--- config.mk ---
export PLATFORM = sky130hd
export DESIGN_NAME = motion_zone_box_flat
export DESIGN_NICKNAME = d
export VERILOG_FILES = /design/src/rtl/motion_zone_pkg.sv /design/src/rtl/motion_zone_box_if.sv /design/src/rtl/zone_box_acc.sv /design/src/rtl/motion_zone_box.sv /design/src/flat_wrapper.sv
export SDC_FILE = /design/constraint.sdc
export NUM_CORES = 1
export LEC_CHECK = 0
export ABC_AREA = 1
export ABC_CLOCK_PERIOD_IN_PS = 3300
export BUFFER_PORTS_ARGS = -buffer_cell sky130_fd_sc_hd__buf_2
export CAP_MARGIN = 20
export CORE_MARGIN = 2
export CORE_UTILIZATION = 45
export DETAILED_ROUTE_END_ITERATION = 16
export PLACE_DENSITY = 0.59
export SYNTH_ARGS = -nofsm -noshare
export SYNTH_HDL_FRONTEND = slang
export SYNTH_HIERARCHICAL = 1
export SYNTH_SLANG_ARGS = --single-unit
--- constraint.sdc ---
create_clock -name clk -period 3.3 [get_ports clk]
set_input_delay 0.825 -clock clk [delete_from_list [all_inputs] [get_ports clk]]
set_output_delay 0.825 -clock clk [all_outputs]
set_load 0.01 [all_outputs]
--- src/rtl/motion_zone_pkg.sv ---
// Shared types and constants for the per-zone motion bounding-box stage.
package motion_zone_pkg;

  typedef enum logic [2:0] {
    ST_SYNC,
    ST_IDLE,
    ST_ACTIVE,
    ST_EVAL,
    ST_PUBLISH
  } state_e;

  localparam int DEF_IMG_WIDTH  = 640;
  localparam int DEF_IMG_HEIGHT = 480;
  localparam int DEF_ZONES      = 4;
  localparam int DEF_COORD_W    = 11;
  localparam int DEF_MIN_PIXELS = 1000;
  localparam int DEF_PERSIST    = 2;

  // Smallest n with 2**n >= v.
  function automatic int clog2(input int v);
    int r;
    r = 0;
    for (int i = 0; i < 31; i++) begin
      if ((1 << i) < v) r = i + 1;
    end
    return r;
  endfunction

  function automatic int cnt_w(input int w, input int h);
    return clog2(w * h + 1);
  endfunction

endpackage

--- src/rtl/motion_zone_box_if.sv ---
// Binary motion-mask pixel stream with frame/line framing.
interface motion_zone_box_if;
  logic pre_img_vsync;
  logic pre_img_hsync;
  logic pre_img_valid;
  logic pre_img_data;

  modport master (output pre_img_vsync, output pre_img_hsync,
                  output pre_img_valid, output pre_img_data);
  modport slave  (input pre_img_vsync, input pre_img_hsync,
                  input pre_img_valid, input pre_img_data);
endinterface

--- src/rtl/zone_box_acc.sv ---
// One zone: bounding box, saturating pixel count and persistence counter.
module zone_box_acc
  import motion_zone_pkg::*;
#(
  parameter int COORD_W    = DEF_COORD_W,
  parameter int CNT_W      = cnt_w(DEF_IMG_WIDTH, DEF_IMG_HEIGHT),
  parameter int MIN_PIXELS = DEF_MIN_PIXELS,
  parameter int PERSIST    = DEF_PERSIST
) (
  input  logic               clk,
  input  logic               rst_n,
  input  logic               clear,
  input  logic               hit,
  input  logic               eval,
  input  logic [COORD_W-1:0] x,
  input  logic [COORD_W-1:0] y,
  output logic [COORD_W-1:0] min_x,
  output logic [COORD_W-1:0] max_x,
  output logic [COORD_W-1:0] min_y,
  output logic [COORD_W-1:0] max_y,
  output logic               qualified,
  output logic               box_flag
);
  localparam int PW = 4;
  localparam logic [CNT_W-1:0] CNT_MAX   = '1;
  localparam logic [CNT_W-1:0] MIN_CNT   = CNT_W'(MIN_PIXELS);
  localparam logic [PW-1:0]    PERSIST_L = PW'(PERSIST);

  logic               any_q, any_d;
  logic [COORD_W-1:0] min_x_q, min_x_d, max_x_q, max_x_d;
  logic [COORD_W-1:0] min_y_q, min_y_d, max_y_q, max_y_d;
  logic [CNT_W-1:0]   count_q, count_d;
  logic [PW-1:0]      persist_q, persist_d;

  assign qualified = (count_q >= MIN_CNT);
  assign box_flag  = (persist_q == PERSIST_L);
  assign min_x = min_x_q;
  assign max_x = max_x_q;
  assign min_y = min_y_q;
  assign max_y = max_y_q;

  always_comb begin
    any_d     = any_q;
    min_x_d   = min_x_q;
    max_x_d   = max_x_q;
    min_y_d   = min_y_q;
    max_y_d   = max_y_q;
    count_d   = count_q;
    persist_d = persist_q;
    if (clear) begin
      any_d   = 1'b0;
      min_x_d = '0;
      max_x_d = '0;
      min_y_d = '0;
      max_y_d = '0;
      count_d = '0;
    end else if (hit) begin
      // The first hit of a frame seeds the box instead of comparing to stale bounds.
      any_d = 1'b1;
      if (!any_q || x < min_x_q) min_x_d = x;
      if (!any_q || x > max_x_q) max_x_d = x;
      if (!any_q || y < min_y_q) min_y_d = y;
      if (!any_q || y > max_y_q) max_y_d = y;
      if (count_q != CNT_MAX) count_d = count_q + 1'b1;
    end
    if (eval) begin
      if (!qualified)                persist_d = '0;
      else if (persist_q != PERSIST_L) persist_d = persist_q + 1'b1;
    end
  end

  always_ff @(posedge clk or negedge rst_n) begin
    if (!rst_n) begin
      any_q     <= 1'b0;
      min_x_q   <= '0;
      max_x_q   <= '0;
      min_y_q   <= '0;
      max_y_q   <= '0;
      count_q   <= '0;
      persist_q <= '0;
    end else begin
      any_q     <= any_d;
      min_x_q   <= min_x_d;
      max_x_q   <= max_x_d;
      min_y_q   <= min_y_d;
      max_y_q   <= max_y_d;
      count_q   <= count_d;
      persist_q <= persist_d;
    end
  end
endmodule

--- src/rtl/motion_zone_box.sv ---
// Splits the motion mask into vertical strips and publishes a filtered box per strip at frame end.
module motion_zone_box
  import motion_zone_pkg::*;
#(
  parameter int IMG_WIDTH  = DEF_IMG_WIDTH,
  parameter int IMG_HEIGHT = DEF_IMG_HEIGHT,
  parameter int ZONES      = DEF_ZONES,
  parameter int COORD_W    = DEF_COORD_W,
  parameter int MIN_PIXELS = DEF_MIN_PIXELS,
  parameter int PERSIST    = DEF_PERSIST
) (
  input  logic                     clk,
  input  logic                     rst_n,
  motion_zone_box_if.slave         pix,
  output logic [ZONES-1:0]         box_flag,
  output logic [ZONES*COORD_W-1:0] top_edge,
  output logic [ZONES*COORD_W-1:0] bottom_edge,
  output logic [ZONES*COORD_W-1:0] left_edge,
  output logic [ZONES*COORD_W-1:0] right_edge,
  output logic                     frame_done
);
  localparam int ZONE_W = IMG_WIDTH / ZONES;
  localparam int CNT_W  = cnt_w(IMG_WIDTH, IMG_HEIGHT);
  localparam int ZI_W   = clog2(ZONES + 1);
  localparam logic [COORD_W-1:0] X_LIM   = COORD_W'(IMG_WIDTH);
  localparam logic [COORD_W-1:0] Y_LIM   = COORD_W'(IMG_HEIGHT);
  localparam logic [COORD_W-1:0] XZ_LAST = COORD_W'(ZONE_W - 1);

  state_e state_q, state_d;
  logic   vsync_q, hsync_q, line_px_q, line_px_d;
  logic   [COORD_W-1:0] x_q, x_d, xz_q, xz_d, y_q, y_d;
  logic   [ZI_W-1:0]    zone_q, zone_d;
  logic   vs_rise, vs_fall, hs_fall, clear, eval, publish, hit_any;

  logic [ZONES-1:0]         qual, zflag, box_flag_q, box_flag_d;
  logic [COORD_W-1:0]       min_x [ZONES];
  logic [COORD_W-1:0]       max_x [ZONES];
  logic [COORD_W-1:0]       min_y [ZONES];
  logic [COORD_W-1:0]       max_y [ZONES];
  logic [ZONES*COORD_W-1:0] top_q, top_d, bot_q, bot_d, left_q, left_d, right_q, right_d;
  logic                     frame_done_q, frame_done_d;

  assign vs_rise = pix.pre_img_vsync & ~vsync_q;
  assign vs_fall = ~pix.pre_img_vsync & vsync_q;
  assign hs_fall = ~pix.pre_img_hsync & hsync_q;
  assign clear   = (state_q == ST_IDLE) & vs_rise;
  assign hit_any = (state_q == ST_ACTIVE) & pix.pre_img_vsync & pix.pre_img_valid &
                   pix.pre_img_data & (x_q < X_LIM) & (y_q < Y_LIM);

  always_comb begin
    state_d = state_q;
    eval    = 1'b0;
    publish = 1'b0;
    unique case (state_q)
      ST_SYNC:    if (!pix.pre_img_vsync) state_d = ST_IDLE;
      ST_IDLE:    if (vs_rise) state_d = ST_ACTIVE;
      ST_ACTIVE:  if (vs_fall) state_d = ST_EVAL;
      ST_EVAL:    begin eval = 1'b1; state_d = ST_PUBLISH; end
      ST_PUBLISH: begin publish = 1'b1; state_d = ST_IDLE; end
      default:    state_d = ST_SYNC;
    endcase
  end

  // Zone index follows x via a within-strip offset, so no divider is needed.
  always_comb begin
    x_d       = x_q;
    xz_d      = xz_q;
    zone_d    = zone_q;
    y_d       = y_q;
    line_px_d = line_px_q;
    if (clear) begin
      x_d       = '0;
      xz_d      = '0;
      zone_d    = '0;
      y_d       = '0;
      line_px_d = 1'b0;
    end else begin
      if (pix.pre_img_valid) begin
        line_px_d = 1'b1;
        if (x_q < X_LIM) begin
          x_d = x_q + 1'b1;
          if (xz_q == XZ_LAST) begin
            xz_d   = '0;
            zone_d = zone_q + 1'b1;
          end else begin
            xz_d = xz_q + 1'b1;
          end
        end
      end
      if (hs_fall) begin
        x_d       = '0;
        xz_d      = '0;
        zone_d    = '0;
        line_px_d = 1'b0;
        if ((line_px_q || pix.pre_img_valid) && y_q < Y_LIM) y_d = y_q + 1'b1;
      end
    end
  end

  for (genvar z = 0; z < ZONES; z++) begin : g_zone
    zone_box_acc #(
      .COORD_W(COORD_W), .CNT_W(CNT_W), .MIN_PIXELS(MIN_PIXELS), .PERSIST(PERSIST)
    ) u_acc (
      .clk, .rst_n, .clear, .eval,
      .hit      (hit_any && (zone_q == ZI_W'(z))),
      .x        (x_q),
      .y        (y_q),
      .min_x    (min_x[z]),
      .max_x    (max_x[z]),
      .min_y    (min_y[z]),
      .max_y    (max_y[z]),
      .qualified(qual[z]),
      .box_flag (zflag[z])
    );
  end

  // Non-qualifying zones keep their last published edges.
  always_comb begin
    box_flag_d   = box_flag_q;
    top_d        = top_q;
    bot_d        = bot_q;
    left_d       = left_q;
    right_d      = right_q;
    frame_done_d = publish;
    if (publish) begin
      box_flag_d = zflag;
      for (int z = 0; z < ZONES; z++) begin
        if (qual[z]) begin
          top_d[z*COORD_W +: COORD_W]   = min_y[z];
          bot_d[z*COORD_W +: COORD_W]   = max_y[z];
          left_d[z*COORD_W +: COORD_W]  = min_x[z];
          right_d[z*COORD_W +: COORD_W] = max_x[z];
        end
      end
    end
  end

  always_ff @(posedge clk or negedge rst_n) begin
    if (!rst_n) begin
      state_q      <= ST_SYNC;
      vsync_q      <= 1'b0;
      hsync_q      <= 1'b0;
      line_px_q    <= 1'b0;
      x_q          <= '0;
      xz_q         <= '0;
      zone_q       <= '0;
      y_q          <= '0;
      box_flag_q   <= '0;
      top_q        <= '0;
      bot_q        <= '0;
      left_q       <= '0;
      right_q      <= '0;
      frame_done_q <= 1'b0;
    end else begin
      state_q      <= state_d;
      vsync_q      <= pix.pre_img_vsync;
      hsync_q      <= pix.pre_img_hsync;
      line_px_q    <= line_px_d;
      x_q          <= x_d;
      xz_q         <= xz_d;
      zone_q       <= zone_d;
      y_q          <= y_d;
      box_flag_q   <= box_flag_d;
      top_q        <= top_d;
      bot_q        <= bot_d;
      left_q       <= left_d;
      right_q      <= right_d;
      frame_done_q <= frame_done_d;
    end
  end

  assign box_flag    = box_flag_q;
  assign top_edge    = top_q;
  assign bottom_edge = bot_q;
  assign left_edge   = left_q;
  assign right_edge  = right_q;
  assign frame_done  = frame_done_q;
endmodule

--- src/flat_wrapper.sv ---
// flat-port wrapper written by rule: the top's interface ports become plain ports
module motion_zone_box_flat import motion_zone_pkg::*;
#(
  parameter int IMG_WIDTH  = DEF_IMG_WIDTH,
  parameter int IMG_HEIGHT = DEF_IMG_HEIGHT,
  parameter int ZONES      = DEF_ZONES,
  parameter int COORD_W    = DEF_COORD_W,
  parameter int MIN_PIXELS = DEF_MIN_PIXELS,
  parameter int PERSIST    = DEF_PERSIST
)
  (clk, rst_n, box_flag, top_edge, bottom_edge, left_edge, right_edge, frame_done, pix_pre_img_vsync, pix_pre_img_hsync, pix_pre_img_valid, pix_pre_img_data);
  motion_zone_box_if pix_i ();
  input  logic clk;
  input  logic rst_n;
  output logic [ZONES-1:0] box_flag;
  output logic [ZONES*COORD_W-1:0] top_edge;
  output logic [ZONES*COORD_W-1:0] bottom_edge;
  output logic [ZONES*COORD_W-1:0] left_edge;
  output logic [ZONES*COORD_W-1:0] right_edge;
  output logic frame_done;
  input wire logic [$bits(pix_i.pre_img_vsync)-1:0] pix_pre_img_vsync;
  input wire logic [$bits(pix_i.pre_img_hsync)-1:0] pix_pre_img_hsync;
  input wire logic [$bits(pix_i.pre_img_valid)-1:0] pix_pre_img_valid;
  input wire logic [$bits(pix_i.pre_img_data)-1:0] pix_pre_img_data;
  assign pix_i.pre_img_vsync = pix_pre_img_vsync;
  assign pix_i.pre_img_hsync = pix_pre_img_hsync;
  assign pix_i.pre_img_valid = pix_pre_img_valid;
  assign pix_i.pre_img_data = pix_pre_img_data;
  motion_zone_box #(.IMG_WIDTH(IMG_WIDTH), .IMG_HEIGHT(IMG_HEIGHT), .ZONES(ZONES), .COORD_W(COORD_W), .MIN_PIXELS(MIN_PIXELS), .PERSIST(PERSIST)) u_core (.clk(clk), .rst_n(rst_n), .pix(pix_i), .box_flag(box_flag), .top_edge(top_edge), .bottom_edge(bottom_edge), .left_edge(left_edge), .right_edge(right_edge), .frame_done(frame_done));
endmodule
# Word-level counts from Yosys, hierarchy flattened
# Cells that the tools add are included.
# word_totals
register_bits	495
latch_bits	0
ramBits	0
mem_bits_ro	0
in_bits	6
out_inout_bits	181
memories	0
# op_classes
addsub	12
multipliers	0
div	0
order_cmp	22
n_eq_ne	27
shift	0
n_mux	102
bitwise_logic	12
n_reduce_logical	89
# ops
cell	count
$mux W11	60
$mux W19	12
$gt A11 B11 Y1	8
$lt A11 B11 Y1	8
$add A19 B1 Y19 const B	4
$ge A19 B10 Y1 const B	4
$ne A19 B19 Y1 const B	4
$reduce_and A2 Y1	30
$reduce_bool A2 Y1	26
$add A11 B1 Y11 const B	3
$mux W4	8
$mux W3	8
$logic_or A1 B1 Y1	17
$add A4 B1 Y4 const B	4
$eq A4 B2 Y1 const B	4
$ne A4 B2 Y1 const B	4
$pmux W3 S5	1
$mux W1	13
$eq A3 B2 Y1 const B	4
$ne A2 B1 Y1 const B	6
$eq A11 B8 Y1 const B	1
$lt A11 B10 Y1 const B	1
$lt A11 B9 Y1 const B	1
$and A1 B1 Y1	9
other kinds (10)	24

# Longest topological paths before layout
# logic_depth
depth_word	9
depth_mapped	14

# Modules after synthesis
# Netlist, hierarchy kept.
# by_module_without_submodules
mod	n_inst	cells_each	area_per_inst_um2	seq_area_each_um2
motion_zone_box	1	726	10034.6	5580.4
zone_box_acc at u_core.g_zone[0].u_acc ...	2	645	4639.4	1701.6
zone_box_acc at u_core.g_zone[3].u_acc	1	645	4643.2	1701.6
zone_box_acc at u_core.g_zone[1].u_acc	1	646	4616.9	1701.6

# Worst setup path after synthesis
# OpenSTA, ideal clock, no wires.
# synth_path
path_kind	reg2reg
startpoint	register u_core.state_q[1]
endpoint	register u_core.g_zone[3].u_acc.persist_q[0]
setup_ns	0.121
t_arrival_ns	2.241
path_slack_ns	0.938
path_stages_with_launch	6
synth_period_minus_slack_ns	2.362
cell_sequence	dfrtp_1 > inv_1 > nor3_1 > nand3_1 > nand3_1 > nand2_1
# synth_via
elab_chain_cells	3
# synth_rtl
element	line	rtl
start: declaration	motion_zone_box.sv:29	state_e state_q, state_d;
start signal: assignment	motion_zone_box.sv:155	state_q <= state_d;
$eq A3 B2 Y1	motion_zone_box.sv:54	unique case (state_q)
$mux W1	motion_zone_box.sv:54	
via u_core.eval	motion_zone_box.sv:33	logic vs_rise, vs_fall, hs_fall, clear, eval, publish, hit_any;
$reduce_and A2 Y1 (no source line)	-	
end signal: assignment	zone_box_acc.sv:88	persist_q <= persist_d;
end: declaration	zone_box_acc.sv:33	logic [PW-1:0] persist_q, persist_d;
# The timed path passes the listed nets, and every way through them passes these cells.
# A chain may end at the register's enable or synchronous reset.

# Final worst setup path
# layout_path
startpoint	register u_core.x_q[6]
endpoint	register u_core.g_zone[1].u_acc.min_x_q[10]
# layout_via
elab_chain_cells	6
word_cells_on_any_way	9
cone_classes	2 x order compare; 2 x bitwise; 5 x reduce/logical
# layout_rtl
element	line	rtl
start: declaration	motion_zone_box.sv:31	logic [COORD_W-1:0] x_q, x_d, xz_q, xz_d, y_q, y_d;
start signal: assignment	motion_zone_box.sv:144	x_q <= '0;
start signal: assignment	motion_zone_box.sv:159	x_q <= x_d;
$lt A11 B10 Y1	motion_zone_box.sv:48	pix.pre_img_data & (x_q < X_LIM) & (y_q < Y_LIM);
$and A1 B1 Y1 (2 in a row)	motion_zone_box.sv:48	
$logic_and A1 B1 Y1	motion_zone_box.sv:105	.hit (hit_any && (zone_q == ZI_W'(z))),
$reduce_bool A2 Y1 (no source line)	-	
$reduce_and A2 Y1 (no source line) *	-	
end signal: assignment	zone_box_acc.sv:83	min_x_q <= min_x_d;
end: declaration	zone_box_acc.sv:30	logic [COORD_W-1:0] min_x_q, min_x_d, max_x_q, max_x_d;
# Mark *: on every way between the ends. The rest lies on a longest branch, timed or not.

==> key figures <==
Worst setup path
  • Critical Path RT: 3.79 ns
  • Crit path cell chain: buf_4 -> ha_1 -> a21oi_1 -> o21ai_0 -> nand2_1 -> nand3_1 -> nand2_1 -> nand2_1 -> nand2_1 -> nand2_1
  • Crit path launch type: flop
  • CP Capture Type: flop
  • Worst Path Arrival: 3.24 ns
  • Slowest cell delay on critical path: 0.80 ns
  • Critical path class: reg -> reg
  • Worst Path Max Fanout: 12
  • Crit path max-delay cell type: dfrtp_1
  • Crit-path most repeated cell: nand2_1

Logic synthesis
  • Synthesized area: 28570 um2
  • Post-Syn Area per Cell: 8.640 um2
  • Unique cell type count in the Yosys netlist: 48
  • Syn Nets: 3505
  • Gate Count Post-Synth: 3307
  • Yosys reg bits: 495
  • Synth warn: 6
  • Sequential cell area fraction in the yosys report: 0.4335

Detailed routing
  • Vias post-DR: 21772
  • DR iter-0 viols: 1394
  • Residual DRC: 0
  • Routed Antenna Nets: 0
  • WL/cell: 16.47 um
  • Final wirelength: 72550 um
  • Vias/cell: 4.941
  • Drt pass-1 iters: 5

Power and ir drop
  • Sequential power share: 0.366
  • Lkg Pwr: 17.81 nW
  • Int Pwr: 14.46 mW
  • Total Power: 23.41 mW
  • Net Sw Power: 8.955 mW
  • Cell Pwr Density: 723.7 nW/um2
  • Comb power frac: 0.355
  • Maximum VDD drop: 0.0003994 V
  • Power share of the clock group: 0.279
  • Switching Fraction: 0.3825

STA
  • Tmin final: 2.750 ns
  • Slew margin rel.: 0.4780
  • RSZ-0062 raised after global routing: false
  • Worst-Margin Slew: 0.7829 ns
  • Fin. Hold Viols: 0
  • Setup TNS: 0 ns
  • Fin crit share: 0.8333
  • Max-slew violation count: 0
  • Setup Skew: 0.01104 ns
  • FMAX: 0.3636 GHz
  • Final Setup Violations: 0

Floorplanning
  • Rows: 92
  • Die Span X: 256.0 um
  • Initial core utilization: 0.4538
  • Full die area: 65530 um2
  • IO Pins: 187
  • Core Region: 62970 um2
  • Vert. Die Dim: 256.0 um

Clocking
  • Hold-fix buffers, CTS: 0
  • Insertion delay to the later sink of the worst-skew pair: 0.61 ns
  • Bufs on Longest Clock Path: 3
  • Post-CTS Resized: 0
  • Worst-path clk slew: 0.06 ns
  • Clk sink count: 495
  • TritonCTS Buffers: 56
  • CTS tree: yes
  • # Post-CTS Setup Buffers: 0
  • Root Driver: clkbuf_16
  • H-tree Lvls: 2

Placement
  • Number of port buffers: 186
  • Detail Placement HPWL: 51350 um
  • GP Congestion: 0.8435

Global routing
  • Tot GR Track Use: 0.2225
  • Grt ovf: 0
  • First-pass GRT wire length: 116600 um
  • Vias in the first global route: 20960
  • Initial antenna violation count: 1
  • Largest net degree at the start of global routing: 105

Flow run
  • Max Cap Viol: 0

Run status
  • Status: finished, final reports clean

Min path
  • Hold Crit Class: in -> async

Layout
  • Area grow syn2layout: 13.22%
  • Final nets: 3716
  • Number of antenna diodes: 0
  • Share of layout cells above drive strength 1: 0.1646
[synth_stat cells, drive strengths merged]
library cell	n	share of area
a21oi	77	0.013
clkbuf	36	0.0048
a31o	3	0.00092
buf	62	0.022
xor2	44	0.013
or2	2	0.00044
nand3b	10	0.0026
nor2	283	0.041
xnor2	15	0.0046
clkinv	4	0.00053
o211a	2	0.00070
ha	192	0.084
o211ai	1	0.00026
o21ai	87	0.019
dfrtp	495	0.43
inv	463	0.062
a21o	7	0.0018
o21a	8	0.0021
o21bai	2	0.00053
nor3	21	0.0037
and3	4	0.00088
nand3	333	0.061
nand4	42	0.011
mux2	176	0.090
nand2	938	0.13
[cell type report]
type,instances,area (um2)
inverters,467,1773
well taps,846,1059
clock inverters,21,297.8
repair buffers,251,1554
clock buffers,79,1619
multi-input cells,2247,13660
flip-flops and latches,495,12390
fillers,5960,30610
[power groups by stage]
stage / registers [mW] / logic [mW] / clock network [mW]
after floorplan: 8.47 / 5.86 / 0
after global placement: 8.67 / 8.20 / 0
after detailed placement: 8.66 / 8.31 / 0
after CTS: 8.58 / 8.36 / 6.69
after global routing: 8.75 / 9.49 / 6.93
final: 8.58 / 8.31 / 6.52
[flip-flops by register name, indices dropped and copies added (netlist names), 4 cells and up]
register and cells:
u_core/box_flag 4, u_core/g_zone.u_acc/min_x 44, u_core/xz_q 11, u_core/x_q 11
u_core/g_zone.u_acc/max_y 44, u_core/left_edge 44, u_core/bottom_edge 44, u_core/g_zone.u_acc/count_q 76
u_core/g_zone.u_acc/persist_q 16, u_core/top_edge 44, u_core/g_zone.u_acc/min_y 44, u_core/g_zone.u_acc/max_x 44
u_core/g_zone.u_acc/any_q 4, u_core/right_edge 44, u_core/y_q 11
[kinds of logic after synthesis]
| family | after synthesis | synth area share |
|---|---|---|
| and+or+nand+nor | 1633 | 0.2469 |
| buffers and inverters | 565 | 0.08854 |
| DFF | 495 | 0.4335 |
| adders and majority gates | 192 | 0.08407 |
| AOI/OAI and AO/OA | 187 | 0.03849 |
| muxes | 176 | 0.09038 |
| xor gates and xnor gates | 59 | 0.01808 |
[cells in the final DEF (no fill, tap or decap), drive strengths merged]
| cell type | instances |
|---|---|
| a21o | 7 |
| a21oi | 77 |
| a31o | 3 |
| and3 | 4 |
| buf | 251 |
| bufinv | 7 |
| clkbuf | 79 |
| clkinv | 11 |
| clkinvlp | 7 |
| dfrtp | 495 |
| ha | 192 |
| inv | 463 |
| mux2 | 176 |
| nand2 | 938 |
| nand3 | 333 |
| nand3b | 10 |
| nand4 | 42 |
| nor2 | 283 |
| nor3 | 21 |
| o211a | 2 |
| o211ai | 1 |
| o21a | 8 |
| o21ai | 87 |
| o21bai | 2 |
| or2 | 2 |
| xnor2 | 15 |
| xor2 | 44 |
[critical path, delay by kind of cell (launching register included)]
| family | cells | cell delay (ns) |
|---|---|---|
| AOI/OAI and AO/OA | 2 | 0.27 |
| DFF | 1 | 0.80 |
| buffers and inverters | 1 | 0.30 |
| and+or+nand+nor | 6 | 1.01 |
| adders and majority gates | 1 | 0.26 |
[metrics by stage]
stage            util  instance area [um2]  worst slack, ns  cells  hold WS (ns)
3_3_place_gp   0.4833                30430           0.3887   4306        0.4671
3_5_place_dp   0.4833                30430           0.3254   4306        0.4670
2_1_floorplan       -                28570           0.9383   3307        0.4489
6_report       0.5138                32350           0.5500   4406        0.1426
4_1_cts        0.5138                32350           0.5845   4406        0.1149
5_1_grt        0.5138                32350           0.3082   4406        0.1356
[metal layers]
metal  GRT usage  share of wire
met1      0.3170           0.48
met2      0.3592           0.46
met3     0.03218          0.044
met4     0.04987          0.020
met5           0              0
[path summary, 6_finish.rpt]
| path | start | endpoint | slack [ns] | cells after the start |
|---|---|---|---|---|
| max | u_core/x_q[6]$_DFFE_PN0P_ | u_core/g_zone[1].u_acc/min_x[10]$_DFFE_PN0P_ | 0.55 | 10 |
| min | rst_n | u_core/left_edge[29]$_DFFE_PN0P_ | 0.14 | 1 |
| max reg2reg | u_core/x_q[6]$_DFFE_PN0P_ | u_core/g_zone[1].u_acc/min_x[10]$_DFFE_PN0P_ | 0.55 | 10 |
| min reg2reg | u_core/box_flag[0]$_DFFE_PN0P_ | u_core/box_flag[0]$_DFFE_PN0P_ | 0.49 | 2 |
| max in group asynchronous | rst_n | u_core/g_zone[1].u_acc/count_q[18]$_DFFE_PN0P_ | 2.24 | 2 |
| min in group clk | pix_pre_img_hsync | u_core/hsync_q$_DFF_PN0_ | 0.37 | 1 |
Note: power is estimated with default switching activity, not from simulation.
